==> config.mk <==
export PLATFORM = sky130hd
export DESIGN_NAME = detector_readout_averager_flat
export DESIGN_NICKNAME = d
export VERILOG_FILES = /design/src/rtl/detector_readout_averager_if.sv /design/src/rtl/detector_readout_averager.sv /design/src/flat_wrapper.sv
export SDC_FILE = /design/constraint.sdc
export NUM_CORES = 1
export LEC_CHECK = 0
export CORE_UTILIZATION = 45
export DETAILED_ROUTE_END_ITERATION = 8
export PLACE_DENSITY = 0.67
export SYNTH_ARGS = -nofsm -noshare
export SYNTH_HDL_FRONTEND = slang
export SYNTH_SLANG_ARGS = --single-unit
==> constraint.sdc <==
create_clock -name clk -period 5 [get_ports clk]
set_input_delay 1.5 -clock clk [delete_from_list [all_inputs] [get_ports clk]]
set_output_delay 1.5 -clock clk [all_outputs]
set_load 0.01 [all_outputs]
==> src/rtl/detector_readout_averager_if.sv <==
// Sample stream from the detector ADC and the per-run result handshake toward the host.
// "master" is the ADC/host side; "slave" is the averager.
interface detector_readout_averager_if #(
    parameter int ADC_W = 12
);
    logic             smp_valid;
    logic [ADC_W-1:0] smp_data;
    logic             res_valid;
    logic             res_ready;
    logic [ADC_W-1:0] res_avg;
    logic [ADC_W-1:0] res_peak;
    logic             res_over;

    modport master (
        output smp_valid,
        output smp_data,
        output res_ready,
        input  res_valid,
        input  res_avg,
        input  res_peak,
        input  res_over
    );

    modport slave (
        input  smp_valid,
        input  smp_data,
        input  res_ready,
        output res_valid,
        output res_avg,
        output res_peak,
        output res_over
    );
endinterface

==> src/rtl/detector_readout_averager.sv <==
// Per-run detector averager: discard settle samples, average a 2^LOG2_N window,
// report average/peak/threshold flag over a valid/ready handshake.
module detector_readout_averager #(
    parameter int ADC_W    = 12,
    parameter int LOG2_N   = 4,
    parameter int SETTLE_W = 8
) (
    input  logic                clk,
    input  logic                rst_n,
    input  logic                start,
    input  logic [SETTLE_W-1:0] settle_cnt,
    input  logic [ADC_W-1:0]    threshold,
    output logic                busy,
    output logic                dropped,
    detector_readout_averager_if.slave bus
);

    localparam int SUM_W = ADC_W + LOG2_N;
    localparam logic [LOG2_N-1:0] LAST_IDX = LOG2_N'((1 << LOG2_N) - 1);

    typedef enum logic [1:0] {
        IDLE   = 2'd0,
        SETTLE = 2'd1,
        ACCUM  = 2'd2,
        REPORT = 2'd3
    } state_t;

    state_t              state_reg,   state_next;
    logic [SETTLE_W-1:0] settle_reg,  settle_next;
    logic [ADC_W-1:0]    thr_reg,     thr_next;
    logic [SUM_W-1:0]    sum_reg,     sum_next;
    logic [ADC_W-1:0]    peak_reg,    peak_next;
    logic [LOG2_N-1:0]   cnt_reg,     cnt_next;
    logic [ADC_W-1:0]    avg_reg,     avg_next;
    logic [ADC_W-1:0]    rpeak_reg,   rpeak_next;
    logic                over_reg,    over_next;
    logic                valid_reg,   valid_next;
    logic                dropped_reg, dropped_next;

    // Window arithmetic including the sample currently on the bus, so the
    // result can be registered on the same edge that takes the last sample.
    logic [SUM_W-1:0] sum_add;
    logic [ADC_W-1:0] smp_max;
    logic [ADC_W-1:0] avg_calc;

    always_comb begin
        sum_add  = sum_reg + SUM_W'(bus.smp_data);
        smp_max  = (bus.smp_data >= peak_reg) ? bus.smp_data : peak_reg;
        avg_calc = ADC_W'(sum_add >> LOG2_N);
    end

    always_comb begin
        state_next   = state_reg;
        settle_next  = settle_reg;
        thr_next     = thr_reg;
        sum_next     = sum_reg;
        peak_next    = peak_reg;
        cnt_next     = cnt_reg;
        avg_next     = avg_reg;
        rpeak_next   = rpeak_reg;
        over_next    = over_reg;
        valid_next   = valid_reg;
        dropped_next = dropped_reg;

        case (state_reg)
            IDLE: begin
                if (start) begin
                    state_next   = SETTLE;
                    settle_next  = settle_cnt;
                    thr_next     = threshold;
                    dropped_next = 1'b0;
                    sum_next     = '0;
                    cnt_next     = '0;
                end
            end

            SETTLE: begin
                // A zero settle count still spends one cycle here and takes no sample.
                if (settle_reg == '0) begin
                    state_next = ACCUM;
                    peak_next  = '0;
                end else if (bus.smp_valid) begin
                    settle_next = settle_reg - 1'b1;
                    if (settle_reg == SETTLE_W'(1)) begin
                        state_next = ACCUM;
                        peak_next  = '0;
                    end
                end
            end

            ACCUM: begin
                if (bus.smp_valid) begin
                    sum_next  = sum_add;
                    peak_next = smp_max;
                    cnt_next  = cnt_reg + 1'b1;
                    if (cnt_reg == LAST_IDX) begin
                        state_next = REPORT;
                        avg_next   = avg_calc;
                        rpeak_next = smp_max;
                        over_next  = (avg_calc >= thr_reg);
                        valid_next = 1'b1;
                    end
                end
            end

            REPORT: begin
                if (bus.smp_valid) begin
                    dropped_next = 1'b1;
                end
                if (valid_reg && bus.res_ready) begin
                    valid_next = 1'b0;
                    state_next = IDLE;
                end
            end

            default: begin
                state_next = IDLE;
            end
        endcase
    end

    always_ff @(posedge clk) begin
        if (!rst_n) begin
            state_reg   <= IDLE;
            settle_reg  <= '0;
            thr_reg     <= '0;
            sum_reg     <= '0;
            peak_reg    <= '0;
            cnt_reg     <= '0;
            avg_reg     <= '0;
            rpeak_reg   <= '0;
            over_reg    <= 1'b0;
            valid_reg   <= 1'b0;
            dropped_reg <= 1'b0;
        end else begin
            state_reg   <= state_next;
            settle_reg  <= settle_next;
            thr_reg     <= thr_next;
            sum_reg     <= sum_next;
            peak_reg    <= peak_next;
            cnt_reg     <= cnt_next;
            avg_reg     <= avg_next;
            rpeak_reg   <= rpeak_next;
            over_reg    <= over_next;
            valid_reg   <= valid_next;
            dropped_reg <= dropped_next;
        end
    end

    assign bus.res_valid = valid_reg;
    assign bus.res_avg   = avg_reg;
    assign bus.res_peak  = rpeak_reg;
    assign bus.res_over  = over_reg;
    assign busy          = (state_reg != IDLE);
    assign dropped       = dropped_reg;

endmodule

==> src/flat_wrapper.sv <==
// flat-port wrapper written by rule: the top's interface ports become plain ports
module detector_readout_averager_flat 
#(
    parameter int ADC_W    = 12,
    parameter int LOG2_N   = 4,
    parameter int SETTLE_W = 8
)
  (clk, rst_n, start, settle_cnt, threshold, busy, dropped, bus_smp_valid, bus_smp_data, bus_res_ready, bus_res_valid, bus_res_avg, bus_res_peak, bus_res_over);
  detector_readout_averager_if #(.ADC_W(ADC_W)) bus_i ();
  input  logic clk;
  input  logic rst_n;
  input  logic start;
  input  logic [SETTLE_W-1:0] settle_cnt;
  input  logic [ADC_W-1:0] threshold;
  output logic busy;
  output logic dropped;
  input wire logic [$bits(bus_i.smp_valid)-1:0] bus_smp_valid;
  input wire logic [$bits(bus_i.smp_data)-1:0] bus_smp_data;
  input wire logic [$bits(bus_i.res_ready)-1:0] bus_res_ready;
  output wire logic [$bits(bus_i.res_valid)-1:0] bus_res_valid;
  output wire logic [$bits(bus_i.res_avg)-1:0] bus_res_avg;
  output wire logic [$bits(bus_i.res_peak)-1:0] bus_res_peak;
  output wire logic [$bits(bus_i.res_over)-1:0] bus_res_over;
  assign bus_i.smp_valid = bus_smp_valid;
  assign bus_i.smp_data = bus_smp_data;
  assign bus_i.res_ready = bus_res_ready;
  assign bus_res_valid = bus_i.res_valid;
  assign bus_res_avg = bus_i.res_avg;
  assign bus_res_peak = bus_i.res_peak;
  assign bus_res_over = bus_i.res_over;
  detector_readout_averager #(.ADC_W(ADC_W), .LOG2_N(LOG2_N), .SETTLE_W(SETTLE_W)) u_core (.clk(clk), .rst_n(rst_n), .start(start), .settle_cnt(settle_cnt), .threshold(threshold), .busy(busy), .dropped(dropped), .bus(bus_i));
endmodule
# After elaboration in Yosys (flattened, before gate mapping)
# Index checks and enable logic that the tools add are counted.
[classes]
n_div = 0
addsub = 3
shift = 0
n_lt_le_gt_ge = 2
eq_ne = 14
bitwise_logic = 0
n_reduce_logical = 17
n_mul = 0
n_mux = 31
[ops]
columns = ["cell", "n"]
rows = [
  ["12-bit 2-to-1 mux", 5],
  ["16-bit 2-to-1 mux", 2],
  ["16-bit case mux with 2 select lines", 1],
  ["12-bit >= comparator", 2],
  ["8-bit 2-to-1 mux", 3],
  ["12-bit case mux with 2 select lines", 1],
  ["16-bit by 12-bit adder with 16-bit output", 1],
  ["8-bit case mux with 2 select lines", 1],
  ["2-bit 2-to-1 mux", 7],
  ["4-bit AND reduction", 3],
  ["2-bit nonzero test", 6],
  ["2-bit != test (second input constant)", 5],
  ["3-bit AND reduction", 3],
  ["8-bit by 1-bit == test with 1-bit output (second input constant)", 1],
  ["8-bit logical NOT", 1],
  ["4-bit 2-to-1 mux", 2],
  ["2-bit case mux with 4 select lines", 1],
  ["4-bit case mux with 2 select lines", 1],
  ["8-bit by 1-bit subtractor with 8-bit output (second input constant)", 1],
  ["6-bit AND reduction", 1],
  ["1-bit 2-to-1 mux", 5],
  ["4-bit by 1-bit adder with 4-bit output (second input constant)", 1],
  ["2-bit == test (second input constant)", 2],
  ["4-bit == test (second input constant)", 1],
  ["other kinds (8)", 10],
]
[word_totals]
mem_count = 0
output_inout_bits = 28
wordCells = 78
mem_bits_rw = 0
latchBits = 0
rom_bits = 0
inputBits = 37
regBits = 81

# Logic depth before layout (Yosys ltp)
[depth]
ltp_word = 5
mapped_depth = 15

# Worst setup path before layout
# OpenSTA, ideal clock, no wires.
[synth_timing]
kind = "input port to flip-flop"
start = "in bus_smp_data[0]"
end = "reg u_core.over_reg (netlist: u_core.bus.res_over)"
path_slack_ns = 1.182
cell_stages = 13
arrival_time_ns = 3.693
setup_ns = 0.126
path_cell_list = "ha_1 inv_1 fa_1 and2b_1 o211ai_2 a31oi_4 o41ai_2 a2111oi_4 ha_1 nand4_1 nor2_1 o21ai_0 a31oi_1"
[synth_via]
elab_chain_cells = 2
[synth_rtl]
columns = ["element", "line_no", "rtl"]
rows = [
  ["start: declaration", "flat_wrapper.sv:18", "input wire logic [$bits(bus_i.smp_data)-1:0] bus_smp_data;"],
  ["16-bit by 12-bit adder with 16-bit output", "detector_readout_averager.sv:47", "sum_add = sum_reg + SUM_W'(bus.smp_data);"],
  ["via u_core.sum_add[12]", "detector_readout_averager.sv:42", "logic [SUM_W-1:0] sum_add;"],
  ["12-bit >= comparator", "detector_readout_averager.sv:100", "over_next = (avg_calc >= thr_reg);"],
  ["end signal: assignment", "detector_readout_averager.sv:144", "over_reg <= over_next;"],
  ["end: declaration", "detector_readout_averager.sv:36", "logic over_reg, over_next;"],
]
# The timed path passes the listed nets, and every way through them passes these cells.
# A chain may end at the register's enable or synchronous reset.

# Worst setup path after layout
# Same ends and word-level chain as after synthesis.

==> results.sh <==
export IMPL_status="finished clean"
export IMPL_synthesis_nets=616
export IMPL_largest_register_ff_count=16
export IMPL_critPathMaxFanout=6
export IMPL_slew_viol_final=0
export IMPL_most_frequent_standard_cell_in_the_layout_excluding_fill_and_tap_cells="dfxtp_1"
export IMPL_wl_um=10400
export IMPL_core_rowCount=36
export IMPL_fin_crit_sh_pct=87.1
export IMPL_clk_insertion_delay_late_ps=350
export IMPL_finish_net_count=665
export IMPL_most_frequent_cells_in_the_layout="dfxtp_1, clkdlybuf4s50_1, nand2_1, ha_1, inv_1"
export IMPL_clock_slew_at_the_register_clock_pins_of_the_worst_setup_and_hold_paths_ps=80
export IMPL_syn_mean_instance_area_um2=8.79
export IMPL_core_area_um2=9950
export IMPL_final_replace_weighted_congestion=0.795
export IMPL_numPortBuffers=64
export IMPL_chipHeight_um=104
export IMPL_rsz0062_at_grt="false"
export IMPL_grt_first_pass_wirelength_um=17600
export IMPL_drcViolationCount=0
export IMPL_layout_drive_gt1_share_pct=6.45
export IMPL_cts_tree="done"
export IMPL_cts_sinks=81
export IMPL_initial_antenna_violation_count=0
export IMPL_edff_count_synth=0
export IMPL_hold_buf_count_cts=0
export IMPL_timing_hold_violations_final=0
export IMPL_p_leak_nw=2.25
export IMPL_post_cts_resized=0
export IMPL_tightestPinTransition_ps=838
export IMPL_num_antenna_cells=0
export IMPL_seq_area_frac_synth_pct=34.5
export IMPL_power_per_cell_area_nw_per_um2=367
export IMPL_placed_area_um2=5390
export IMPL_worstSetupEndpointType="register"
export IMPL_tns_ps=0
export IMPL_worst_clock_skew_ps=10.8
export IMPL_grt_start_max_net_pins=42
export IMPL_critical_path_startpoint="bus_smp_data[0]"
export IMPL_hold_path_class="register to register"
export IMPL_critPathKind="primary input to register"
export IMPL_cts_root_buf="clkbuf_8"
export IMPL_fmaxAchievable_mhz=230
export IMPL_hpwl_um=7560
export IMPL_yosys_area_share_simple_pct=14.8
export IMPL_cts_buffer_depth=2
export IMPL_synth_xor_area_share_pct=2.42
export IMPL_timing_final_crit_period_ps=4360
export IMPL_final_core_utilization_pct=56.5
export IMPL_grt_pass1_vias=3679
export IMPL_io_pins=65
export IMPL_cts_post_setup_buffers_inserted=0
export IMPL_postSynthCellCount=535
export IMPL_ff_to_ff_start="u_core.sum_reg[0]"
export IMPL_die_width_um=104
export IMPL_async_flop_share_pct=0
export IMPL_worst_endpoint_arrival_ps=4590
export IMPL_starting_utilization_of_the_core_area_pct=47.3
export IMPL_synth_yosys_warnings=0
export IMPL_die_area_um2=10900
export IMPL_beginning_of_the_worst_hold_path="u_core.thr_reg[5]"
export IMPL_synth_top_family_by_area="compound AO/OA/AOI/OAI gates"
export IMPL_post_route_cell_area_um2=5620
export IMPL_drtAntennaViolNets=0
export IMPL_synthFlopType="dfxtp_1"
export IMPL_globalRouteTotalUtil_pct=19.7
export IMPL_timing_max_slew_rel_slack_pct=43.9
export IMPL_grt_overflow_total=0
export IMPL_post_drt_via_cell_ratio=5.41
export IMPL_cts_inserted_buffers=9
export IMPL_synth_fa_ha_area_share_pct=11.9
export IMPL_netlist_area_um2=4700
export IMPL_maxCapViolations=0
export IMPL_setup_viol_count_final=0
export IMPL_critPathRequiredTime_ps=5240
export IMPL_detailedRoute_firstIterationViolations=181
export IMPL_netlist_cell_type_count=61
export IMPL_startpoint_type="primary input"
export IMPL_worst_ir_drop_on_vdd_mv=0.271
export IMPL_synth_compound_gate_area_share_pct=25.4
export IMPL_detail_route_wl_per_cell_um=14.4
export IMPL_synth_mux_area_fraction_pct=4.95
export IMPL_detail_route_first_pass_iterations=4
export IMPL_synth_ff_latch_count=81
export IMPL_area_growth_from_synthesis_to_layout_pct=19.5
export IMPL_htreeDepth=3
export IMPL_number_of_vias_after_detailed_routing=3903
## logic make-up (layout without fill, tap and decap cells)
family | after synthesis | after routing
xor+xnor | 13 | 13
compound gates | 167 | 167
fa+ha+maj | 44 | 44
simple gates | 138 | 138
flops | 81 | 81
buf+inv | 69 | 123
mux | 23 | 23
## synthesized netlist by cell type, drive strengths merged (2+ instances only)
cell type  count  area, µm²
a211oi         4       30.0
clkbuf        21       78.8
a21o           9       68.8
o31a           2       17.5
nand2         59        224
o211a          2       20.0
nand4          4       25.0
a22o           6       52.6
nand2b         6       37.5
and2           6       37.5
nand3          9       50.1
mux2           2       22.5
a22oi          7       52.6
nor2b         14       87.6
o21ai         35        179
a31oi          3       33.8
o221ai         2       17.5
o311a          2       20.0
o211ai         7       57.6
o22ai          4       25.0
and3          11       68.8
xor2           3       26.3
a21oi         39        195
nor3           3       15.0
a32o          13        130
ha            43        538
xnor2         10       87.6
nor3b          3       27.5
o21ba          3       30.0
o21a           3       22.5
mux2i         21        210
or3            5       31.3
a21boi        17        128
a31o           5       52.6
dfxtp         81       1620
nor2          12       45.0
inv           40        150
buf            8       57.6
## routing by layer
layer	global-route usage, %	routed length, µm	vias up
li1	-	-	2009
met1	27.8	5230	1784
met2	31.2	4640	100
met3	2.44	447	10
met4	5.82	113	0
met5	0	0	-
## worst max-delay path: stages
cell and delay (ps):
clkdlybuf4s50_1 530, ha_1 220, inv_1 70, fa_1 390, and2b_1 250, o211ai_2 120
a31oi_4 300, a31oi_1 170, xnor2_1 280, ha_1 300, nor2b_1 130, o21ai_0 200
a31oi_1 120
## layout make-up
| type | instances | area, µm² |
|---|---|---|
| fillers | 900 | 4330 |
| multi-input cells | 385 | 2800 |
| flip-flops and latches | 81 | 1620 |
| repair buffers | 67 | 658 |
| well taps | 133 | 166 |
| clock buffers | 12 | 155 |
| inverters | 40 | 150 |
| clock inverters | 4 | 75.1 |
## report_power, final
group / switching, W / internal, W
clock network: 0.000245 / 0.000309
logic: 0.000447 / 0.000301
registers: 0.0000541 / 0.000710
total: 0.000746 / 0.00132
## worst paths after layout
kind | end | slack, ps | cells past startpoint
min | u_core.thr_reg[5] | 470 | 2
max | u_core.bus.res_over | 640 | 13
min reg2reg | u_core.thr_reg[5] | 470 | 2
max reg2reg | u_core.bus.res_over | 1990 | 12
## through the flow
| stage | cells | hold WS [ps] | total power [W] | setup slack, ps |
|---|---|---|---|---|
| 5_1_grt | 722 | 489 | 0.00222 | 470 |
| 4_1_cts | 722 | 471 | 0.00208 | 690 |
| 2_1_floorplan | 535 | 443 | 0.00136 | 1180 |
| 6_report | 722 | 467 | 0.00207 | 643 |
| 3_5_place_dp | 706 | 459 | 0.00153 | 318 |
| 3_3_place_gp | 706 | 443 | 0.00150 | 434 |
No activity file was read; power rests on OpenSTA's default activity.
